==> config.mk <==
export PLATFORM = sky130hd
export DESIGN_NAME = f2h_sdram_rd_master
export DESIGN_NICKNAME = d
export VERILOG_FILES = /design/src/rtl/f2h_sdram_rd_master.sv
export SDC_FILE = /design/constraint.sdc
export NUM_CORES = 1
export LEC_CHECK = 0
export ABC_AREA = 1
export ABC_CLOCK_PERIOD_IN_PS = 8100
export CELL_PAD_IN_SITES_DETAIL_PLACEMENT = 0
export CELL_PAD_IN_SITES_GLOBAL_PLACEMENT = 1
export CORE_MARGIN = 4
export CORE_UTILIZATION = 50
export CTS_CLUSTER_DIAMETER = 100
export DETAILED_ROUTE_END_ITERATION = 10
export DONT_BUFFER_PORTS = 1
export PLACE_DENSITY = 0.85
export SETUP_SLACK_MARGIN = 0.5
export SYNTH_ARGS = -nofsm -noshare
export SYNTH_HDL_FRONTEND = slang
export SYNTH_SLANG_ARGS = --single-unit
==> constraint.sdc <==
create_clock -name clk -period 8.1 [get_ports clk]
set_clock_uncertainty 0.05 [all_clocks]
set_input_delay 1.215 -clock clk [delete_from_list [all_inputs] [get_ports clk]]
set_output_delay 1.215 -clock clk [all_outputs]
set_load 0.03 [all_outputs]
==> src/rtl/f2h_sdram_rd_master.sv <==
// Avalon-MM read master for the f2h_sdram0 port: issues single-word reads
// under a credit limit and streams the returned data out through a show-ahead FIFO.
module f2h_sdram_rd_master #(
    parameter int FIFO_DEPTH = 16,
    parameter int MAX_PEND   = 16
) (
    input  logic        clk,
    input  logic        reset,
    input  logic        ctrl_start,
    input  logic [25:0] ctrl_base_addr,
    input  logic [25:0] ctrl_len,
    output logic        ctrl_busy,
    output logic        ctrl_done,
    output logic        ctrl_err,
    output logic [25:0] avm_address,
    output logic        avm_read,
    output logic [7:0]  avm_byteenable,
    output logic        avm_burstcount,
    input  logic [63:0] avm_readdata,
    input  logic        avm_readdatavalid,
    input  logic        avm_waitrequest,
    output logic [63:0] st_data,
    output logic        st_valid,
    input  logic        st_ready
);

    localparam int AW = $clog2(FIFO_DEPTH);
    localparam int CW = $clog2(FIFO_DEPTH + 1);

    typedef enum logic [1:0] {IDLE, ISSUE, FINISH} state_t;

    state_t        state;
    logic [25:0]   remaining;
    logic [CW-1:0] pending;
    logic [CW-1:0] fifo_count;
    logic [AW-1:0] wr_ptr;
    logic [AW-1:0] rd_ptr;
    logic [63:0]   fifo_mem [FIFO_DEPTH];
    logic          quiet;

    logic          cmd_accept;
    logic          push;
    logic          pop;
    logic          stray;
    logic          credit_ok;
    logic [CW-1:0] pending_next;
    logic [CW-1:0] fifo_count_next;
    logic [25:0]   remaining_next;

    assign avm_burstcount = 1'b1;
    assign avm_byteenable = 8'hFF;

    assign st_valid = (fifo_count != '0);
    assign st_data  = st_valid ? fifo_mem[rd_ptr] : 64'd0;

    // Beats with no outstanding command are dropped; the cycle right after reset
    // is a quiet window so late data from an aborted transfer is not flagged.
    assign cmd_accept = avm_read & ~avm_waitrequest;
    assign push       = avm_readdatavalid & (pending != '0);
    assign stray      = avm_readdatavalid & (pending == '0) & ~quiet;
    assign pop        = st_valid & st_ready;

    assign pending_next    = pending + CW'(cmd_accept) - CW'(push);
    assign fifo_count_next = fifo_count + CW'(push) - CW'(pop);
    assign remaining_next  = remaining - 26'(cmd_accept);

    // Credit is judged on next-cycle occupancy so a newly asserted read always has a free FIFO slot.
    assign credit_ok = (({1'b0, pending_next} + {1'b0, fifo_count_next}) < (CW+1)'(FIFO_DEPTH))
                       && (pending_next < CW'(MAX_PEND));

    always_ff @(posedge clk) begin
        if (push && !reset)
            fifo_mem[wr_ptr] <= avm_readdata;
    end

    always_ff @(posedge clk) begin
        if (reset) begin
            state       <= IDLE;
            remaining   <= '0;
            pending     <= '0;
            fifo_count  <= '0;
            wr_ptr      <= '0;
            rd_ptr      <= '0;
            avm_read    <= 1'b0;
            avm_address <= '0;
            ctrl_busy   <= 1'b0;
            ctrl_done   <= 1'b0;
            ctrl_err    <= 1'b0;
            quiet       <= 1'b1;
        end else begin
            quiet      <= 1'b0;
            pending    <= pending_next;
            fifo_count <= fifo_count_next;
            remaining  <= remaining_next;
            if (push)
                wr_ptr <= wr_ptr + 1'b1;
            if (pop)
                rd_ptr <= rd_ptr + 1'b1;
            if (cmd_accept)
                avm_address <= avm_address + 26'd1;

            case (state)
                IDLE: begin
                    if (ctrl_start) begin
                        ctrl_err <= 1'b0;
                        if (ctrl_len == '0) begin
                            ctrl_done <= 1'b1;
                        end else begin
                            ctrl_done   <= 1'b0;
                            ctrl_busy   <= 1'b1;
                            avm_address <= ctrl_base_addr;
                            remaining   <= ctrl_len;
                            avm_read    <= credit_ok;
                            state       <= ISSUE;
                        end
                    end
                end
                ISSUE: begin
                    // A stalled command holds; otherwise re-evaluate credit each cycle.
                    if (avm_read && avm_waitrequest) begin
                        avm_read <= 1'b1;
                    end else if (remaining_next == '0) begin
                        avm_read <= 1'b0;
                        state    <= FINISH;
                    end else begin
                        avm_read <= credit_ok;
                    end
                end
                FINISH: begin
                    if (pending_next == '0 && fifo_count_next == '0) begin
                        ctrl_busy <= 1'b0;
                        ctrl_done <= 1'b1;
                        state     <= IDLE;
                    end
                end
                default: state <= IDLE;
            endcase

            if (stray)
                ctrl_err <= 1'b1;
        end
    end

endmodule

==> impl_metrics.py, run 1 <==
metrics = {
    "floorplanning": {
        "start_util_pct": 50.3,
        "die-area_sq_um": 93700,
        "coreArea_sq_um": 88200,
        "ios": 226,
        "rows": 109,
        "die-width_um": 306,
        "dieHeight_um": 306,
    },
    "synth": {
        "synth_top_area_share_pct": 69.2,
        "ys_types": 48,
        "async_flop_share_pct": 0,
        "ys_seq_elements": 1105,
        "syn_area_per_cell_sq_um": 12.8,
        "synth-edff-count": 1024,
        "synth_ff_type": "edfxtp_1",
        "syn-instance-count": 3478,
        "yosysSeqAreaShare_pct": 72.9,
        "ys.warnings.count": 0,
        "synth_top_area_cell": "edfxtp_1",
        "yosys-top-cells-area": "edfxtp_1, o21ai_0, nor2_1, dfxtp_1, o221ai_1",
        "syn_area_sq_um": 44400,
    },
    "drt": {
        "wl_per_cell_um": 23.8,
        "drt-total-wl_um": 110000,
        "final_antenna_net_count": 0,
        "vias": 28400,
        "firstDrtPassIters": 5,
        "drcViolationCount": 0,
        "drtIter0Drc": 3052,
        "vias_per_cell": 6.11,
    },
    "timing": {
        "max_freq_mhz": 184,
        "hold_viol_final": 0,
        "fin_tns_setup_ps": 0,
        "slew_headroom_pct": 15.8,
        "tightestPinTransition_ps": 1260,
        "rsz0062_at_grt": "no",
        "fin_crit_sh_pct": 67.0,
        "setup_violations": 0,
        "fin_crit_ps": 5420,
        "drv_slew": 0,
        "setup_slack_ps": 2680,
    },
    "global_routing": {
        "antenna_found_initial": 0,
        "grt_max_degree": 310,
        "grt_pass1_vias": 27400,
        "track_usage_pct": 23.0,
        "grt_pass1_wl_um": 167000,
        "overflow": 0,
    },
    "worst_setup_path": {
        "cp_cell_sequence": "buf_4 -> o21ai_0 -> o221ai_1 -> o211ai_1 -> a21oi_1",
        "crit_type": "reg -> out",
        "cp_slowest_stage_delay_ps": 1000,
        "start_kind": "register",
        "worst-path-max-fanout": 97,
        "cp-end-kind": "output pin",
        "critPathSlowestCell": "dfxtp_4",
        "cp.required_ps": 6840,
        "path_delay_family": "compound AO/OA/AOI/OAI gates",
        "crit_buf_inv": 1,
        "arrival_ps": 4160,
    },
    "cells_and_area": {
        "fillers": 6981,
        "seqCellArea_sq_um": 32400,
        "syn_to_final_growth_pct": 9.72,
        "drive_gt1_share_pct": 7.29,
        "instances_no_fill": 4647,
        "multi_input_area_sq_um": 10800,
        "final_nets": 3541,
        "diodes": 0,
    },
    "cts": {
        "clock-root-buffer": "clkbuf_16",
        "numCtsBuffers": 108,
        "clock_sinks": 1105,
        "clock_path_buffers": 3,
        "cts_tree": "yes",
        "post-cts-setup-buffer-count": 0,
        "clk_pin_slew_ps": 60,
        "hold_buffers": 0,
        "htreeDepth": 3,
        "clock_latency_ps": 660,
        "ctsResizeCount": 0,
    },
    "placement": {
        "dp.cells": 4450,
        "place_congestion": 0.799,
        "dp_slack_ps": 3350,
        "numPortBuffers": 0,
        "hpwl_um": 55600,
    },
    "run_status": {
        "status": "complete, no violations",
    },
    "power": {
        "leakage_nw": 15.5,
        "max-vdd-ir-drop_mv": 0.239,
        "powerDensity_nw_per_um2": 304,
    },
    "flow_run": {
        "max_cap_violations": 0,
    },
    "worst_hold_path": {
        "holdCritPathClass": "reg -> reg",
    },
}
stage by stage:
stage | power [mW] | util (%) | area (sq um) | hold slack [ps]
5_1_grt | 15.5 | 55.2 | 48700 | 417
3_3_place_gp | 10.1 | 51.4 | 45400 | 428
2_1_floorplan | 9.28 | - | 44400 | 418
4_1_cts | 14.9 | 55.2 | 48700 | 380
6_report | 14.8 | 55.2 | 48700 | 391
3_5_place_dp | 10.2 | 51.4 | 45400 | 429
path summary, 6_finish.rpt:
path	start	end	slack [ps]	depth (start not counted)
worst max-delay path	register	st_data[40]	2680	5
worst min-delay path	quiet	ctrl_err	390	3
worst max register to register	fifo_count[3]	avm_read	3660	21
worst min register to register	quiet	ctrl_err	390	3
registers in the layout (all words and copies together), names as in the netlist, named ones only:
register,cells
avm_address,26
avm_read,1
ctrl_busy,1
ctrl_done,1
ctrl_err,1
fifo_count,5
fifo_mem,1024
pending,5
quiet,1
rd_ptr,4
remaining,26
state,2
wr_ptr,4
worst reg2reg max path: cells and delay by family (launching register included):
family,cells,cell delay (ps)
adder cells (fa/ha/maj),4,1060
AND/OR/NAND/NOR,9,1310
buffers and inverters,6,1300
XOR/XNOR,1,230
flip-flops,1,320
AO/OA/AOI/OAI,1,110
cell type report:
class	instances	share of cell area [%]
repair buffers	44	0.704
flip-flops and latches	1105	66.5
clock buffers	134	5.75
multi-input cells	2032	22.1
well taps	1165	2.99
clock inverters	63	1.13
inverters	104	0.855
per-layer routing:
layer	vias to the layer above	global-route usage, %	part of all wire [%]
met5	-	0	0
met4	0	6.77	2.6
met3	190	5.32	9.8
met2	1272	37.7	48
met1	14100	31.2	40
li1	12900	-	-
Yosys cell counts, types with 20 or more instances:
master	n
xor2_1	20
a21oi_1	106
o211ai_1	73
o21ai_0	571
inv_1	95
edfxtp_1	1024
ha_1	22
o221ai_1	184
clkbuf_1	173
nand2_1	149
dfxtp_1	81
nor2_1	621
buf_2	56
o22ai_1	73
nand3_1	103
cell families (layout without fill, tap and decap cells):
logic type / Yosys count / in the layout / share of synthesized area, %
flops: 1105 / 1105 / 72.9
simple gates: 938 / 938 / 8.75
buf+inv: 349 / 345 / 3.20
xor+xnor: 25 / 25 / 0.493
other cells: 1 / 9 / 0.00844
fa+ha+maj: 24 / 24 / 0.710
compound gates: 1036 / 1036 / 14.0
power breakdown:
group / leakage [nW] / internal, mW / switching (mW)
logic: 3.94 / 0.828 / 2.58
registers: 9.89 / 6.43 / 0.231
clock network: 1.62 / 2.63 / 2.12
cell usage in the layout, fill, tap and decap left out, drive strengths merged, types with 7 or more instances in the layout:
cell,count
clkinv,45
nor2,635
o21ai,574
nor3,16
nand2,154
nand3,104
xor2,20
o22ai,73
dfxtp,81
clkbuf,134
inv,110
buf,44
a31oi,17
a21oi,106
conb,9
ha,22
nand4,18
o221ai,184
edfxtp,1024
clkinvlp,7
o211ai,73
No activity file was read; power rests on OpenSTA's default activity.
==> run 2, diff against run 1 <==
ABC_CLOCK_PERIOD_IN_PS = 4640   (was 8100)
CORE_UTILIZATION = 47   (was 50)
PLACE_DENSITY = 0.84   (was 0.85)
clock period = 4.64 ns   (was 8.1 ns; I/O delays follow)
==> impl_metrics.py, run 2 (synthesis results as in run 1) <==
metrics = {
    "drt": {
        "firstDrtPassIters": 5,
        "wl_per_cell_um": 23.8,
        "vias_per_cell": 5.94,
        "drtIter0Drc": 3149,
        "drcViolationCount": 0,
        "final_antenna_net_count": 0,
        "drt-total-wl_um": 115000,
        "vias": 28800,
    },
    "floorplanning": {
        "rows": 112,
        "die-width_um": 315,
        "ios": 226,
        "die-area_sq_um": 99500,
        "dieHeight_um": 315,
        "start_util_pct": 47.5,
        "coreArea_sq_um": 93500,
    },
    "placement": {
        "numPortBuffers": 0,
        "dp.cells": 4604,
        "hpwl_um": 57300,
        "place_congestion": 0.807,
    },
    "cells_and_area": {
        "instances_no_fill": 4847,
        "final_nets": 3643,
        "top_register": "fifo_mem",
        "reg_top3": "fifo_mem x1024, avm_address x26, remaining x26",
        "largest_reg_flops": 1024,
        "drive_gt1_share_pct": 8.91,
        "syn_to_final_growth_pct": 13.3,
        "diodes": 0,
        "layout_common_cells": "edfxtp_1, nor2_1, o21ai_0, o221ai_1, nand2_1",
        "final_common_cell": "edfxtp_1",
        "fillers": 7615,
    },
    "cts": {
        "clock-root-buffer": "clkbuf_16",
        "numCtsBuffers": 110,
        "cts_tree": "yes",
        "clock_sinks": 1105,
        "clock_path_buffers": 3,
        "clock_latency_ps": 680,
        "htreeDepth": 3,
        "clk_pin_slew_ps": 60,
    },
    "power": {
        "switching_share_pct": 32.7,
        "leakage_nw": 16.1,
        "p_switching_mw": 8.85,
        "pwr-share-clk_pct": 32.7,
        "p_int_mw": 18.2,
        "combPwrFrac_pct": 24.5,
        "powerDensity_nw_per_um2": 537,
        "max-vdd-ir-drop_mv": 0.369,
        "power.share.sequential_pct": 42.8,
    },
    "timing": {
        "fin_crit_sh_pct": 86.6,
        "hold_viol_final": 0,
        "drv_slew": 0,
        "fin_crit_ps": 4020,
        "fin_tns_setup_ps": 0,
        "tightestPinTransition_ps": 961,
        "max_freq_mhz": 249,
        "rsz0062_at_grt": "yes",
        "slew_headroom_pct": 36.0,
        "setup_violations": 0,
    },
    "worst_setup_path": {
        "crit_top_cell": "buf_4",
        "cp_cell_sequence": "buf_4 -> o21ai_0 -> o221ai_1 -> o211ai_1 -> a21oi_1 -> buf_4",
        "arrival_ps": 3270,
        "cp_slowest_stage_delay_ps": 660,
        "start_kind": "register",
        "crit_type": "reg -> out",
        "critPathSlowestCell": "dfxtp_4",
        "cp.required_ps": 3890,
        "worst-path-max-fanout": 56,
        "cp-end-kind": "output pin",
    },
    "global_routing": {
        "track_usage_pct": 22.8,
        "grt_pass1_vias": 28200,
        "overflow": 0,
        "grt_max_degree": 129,
        "grt_pass1_wl_um": 172000,
        "antenna_found_initial": 0,
    },
    "run_status": {
        "status": "complete, no violations",
    },
    "worst_hold_path": {
        "holdCritPathClass": "in -> reg",
    },
    "flow_run": {
        "max_cap_violations": 0,
    },
}
-- run 2: cell count changes in the layout (fill, tap and decap cells not counted), sizes merged --
cell         delta
clkbuf          +3
dlygate4sd3    +33
clkinvlp        -3
bufinv          +6
buf            +66
clkinv          +9
inv             -3
-- run 2: repair_timing --
| item | in CTS | in global routing |
|---|---|---|
| cloned | 1 | 0 |
| buffers inserted | 1 | 0 |
| pin swaps | 0 | 0 |
| endpoints found under the hold margin | 247 | 0 |
| setup endpoints to repair | 4 | 6 |
| hold buffers | 33 | 0 |
| resized for setup | 1 | 2 |
-- run 2: critical path, delay by kind of cell (launching register included) --
family | cells | cell delay [ps]
AOI/OAI and AO/OA | 4 | 1020
buffers and inverters | 2 | 880
DFF | 1 | 660
-- run 2: metrics by stage --
| stage | utilization, % | setup WS [ps] | power, mW | hold slack, ps | area [sq um] |
|---|---|---|---|---|---|
| floorplan | - | 29.9 | 16.2 | 418 | 44500 |
| CTS | 53.8 | 478 | 27.1 | 0.0877 | 50300 |
| global placement | 49.6 | 1020 | 18.2 | 441 | 46300 |
| global route | 53.8 | 483 | 28.2 | 6.76 | 50300 |
| finish | 53.8 | 620 | 27.0 | 34.5 | 50300 |
| detailed placement | 49.6 | 958 | 18.3 | 446 | 46300 |
-- run 2: power groups by stage --
stage / clock (mW) / sequential (mW) / combinational (mW)
after floorplan: 0 / 11.6 / 4.54
after global placement: 0 / 11.8 / 6.42
after detailed placement: 0 / 11.8 / 6.52
after CTS: 8.92 / 11.6 / 6.65
after global routing: 9.35 / 11.6 / 7.26
final: 8.83 / 11.6 / 6.64
-- run 2: final cells by class --
| type | count | area, sq um | share of cell area (%) |
|---|---|---|---|
| Sequential cell | 1105 | 32400 | 64.4 |
| Multi-Input combinational cell | 2032 | 10800 | 21.4 |
| Clock buffer | 137 | 2920 | 5.80 |
| Tap cell | 1254 | 1570 | 3.12 |
| Timing Repair Buffer | 143 | 1530 | 3.05 |
| Clock inverter | 71 | 708 | 1.41 |
| Inverter | 104 | 417 | 0.828 |
| Timing Repair inverter | 1 | 8.76 | 0.0174 |
-- run 2: routing by layer --
layer / up-vias / share of wire, % / global-route usage (%)
met5: - / 0 / 0
met4: 0 / 2.8 / 7.30
met3: 198 / 8.9 / 4.98
met2: 1157 / 48 / 37.8
met1: 14400 / 40 / 30.2
li1: 13100 / - / -
-- run 2: path summary, 6_finish.rpt --
path / from / endpoint / slack, ps / cells past startpoint
worst max-delay path: register / st_data[53] / 620 / 6
worst max register to register: pending[2] / avm_read / 1070 / 19
worst min register to register: quiet / ctrl_err / 450 / 3
worst min-delay path: avm_readdata[47] / fifo_mem[7][47] / 30 / 0
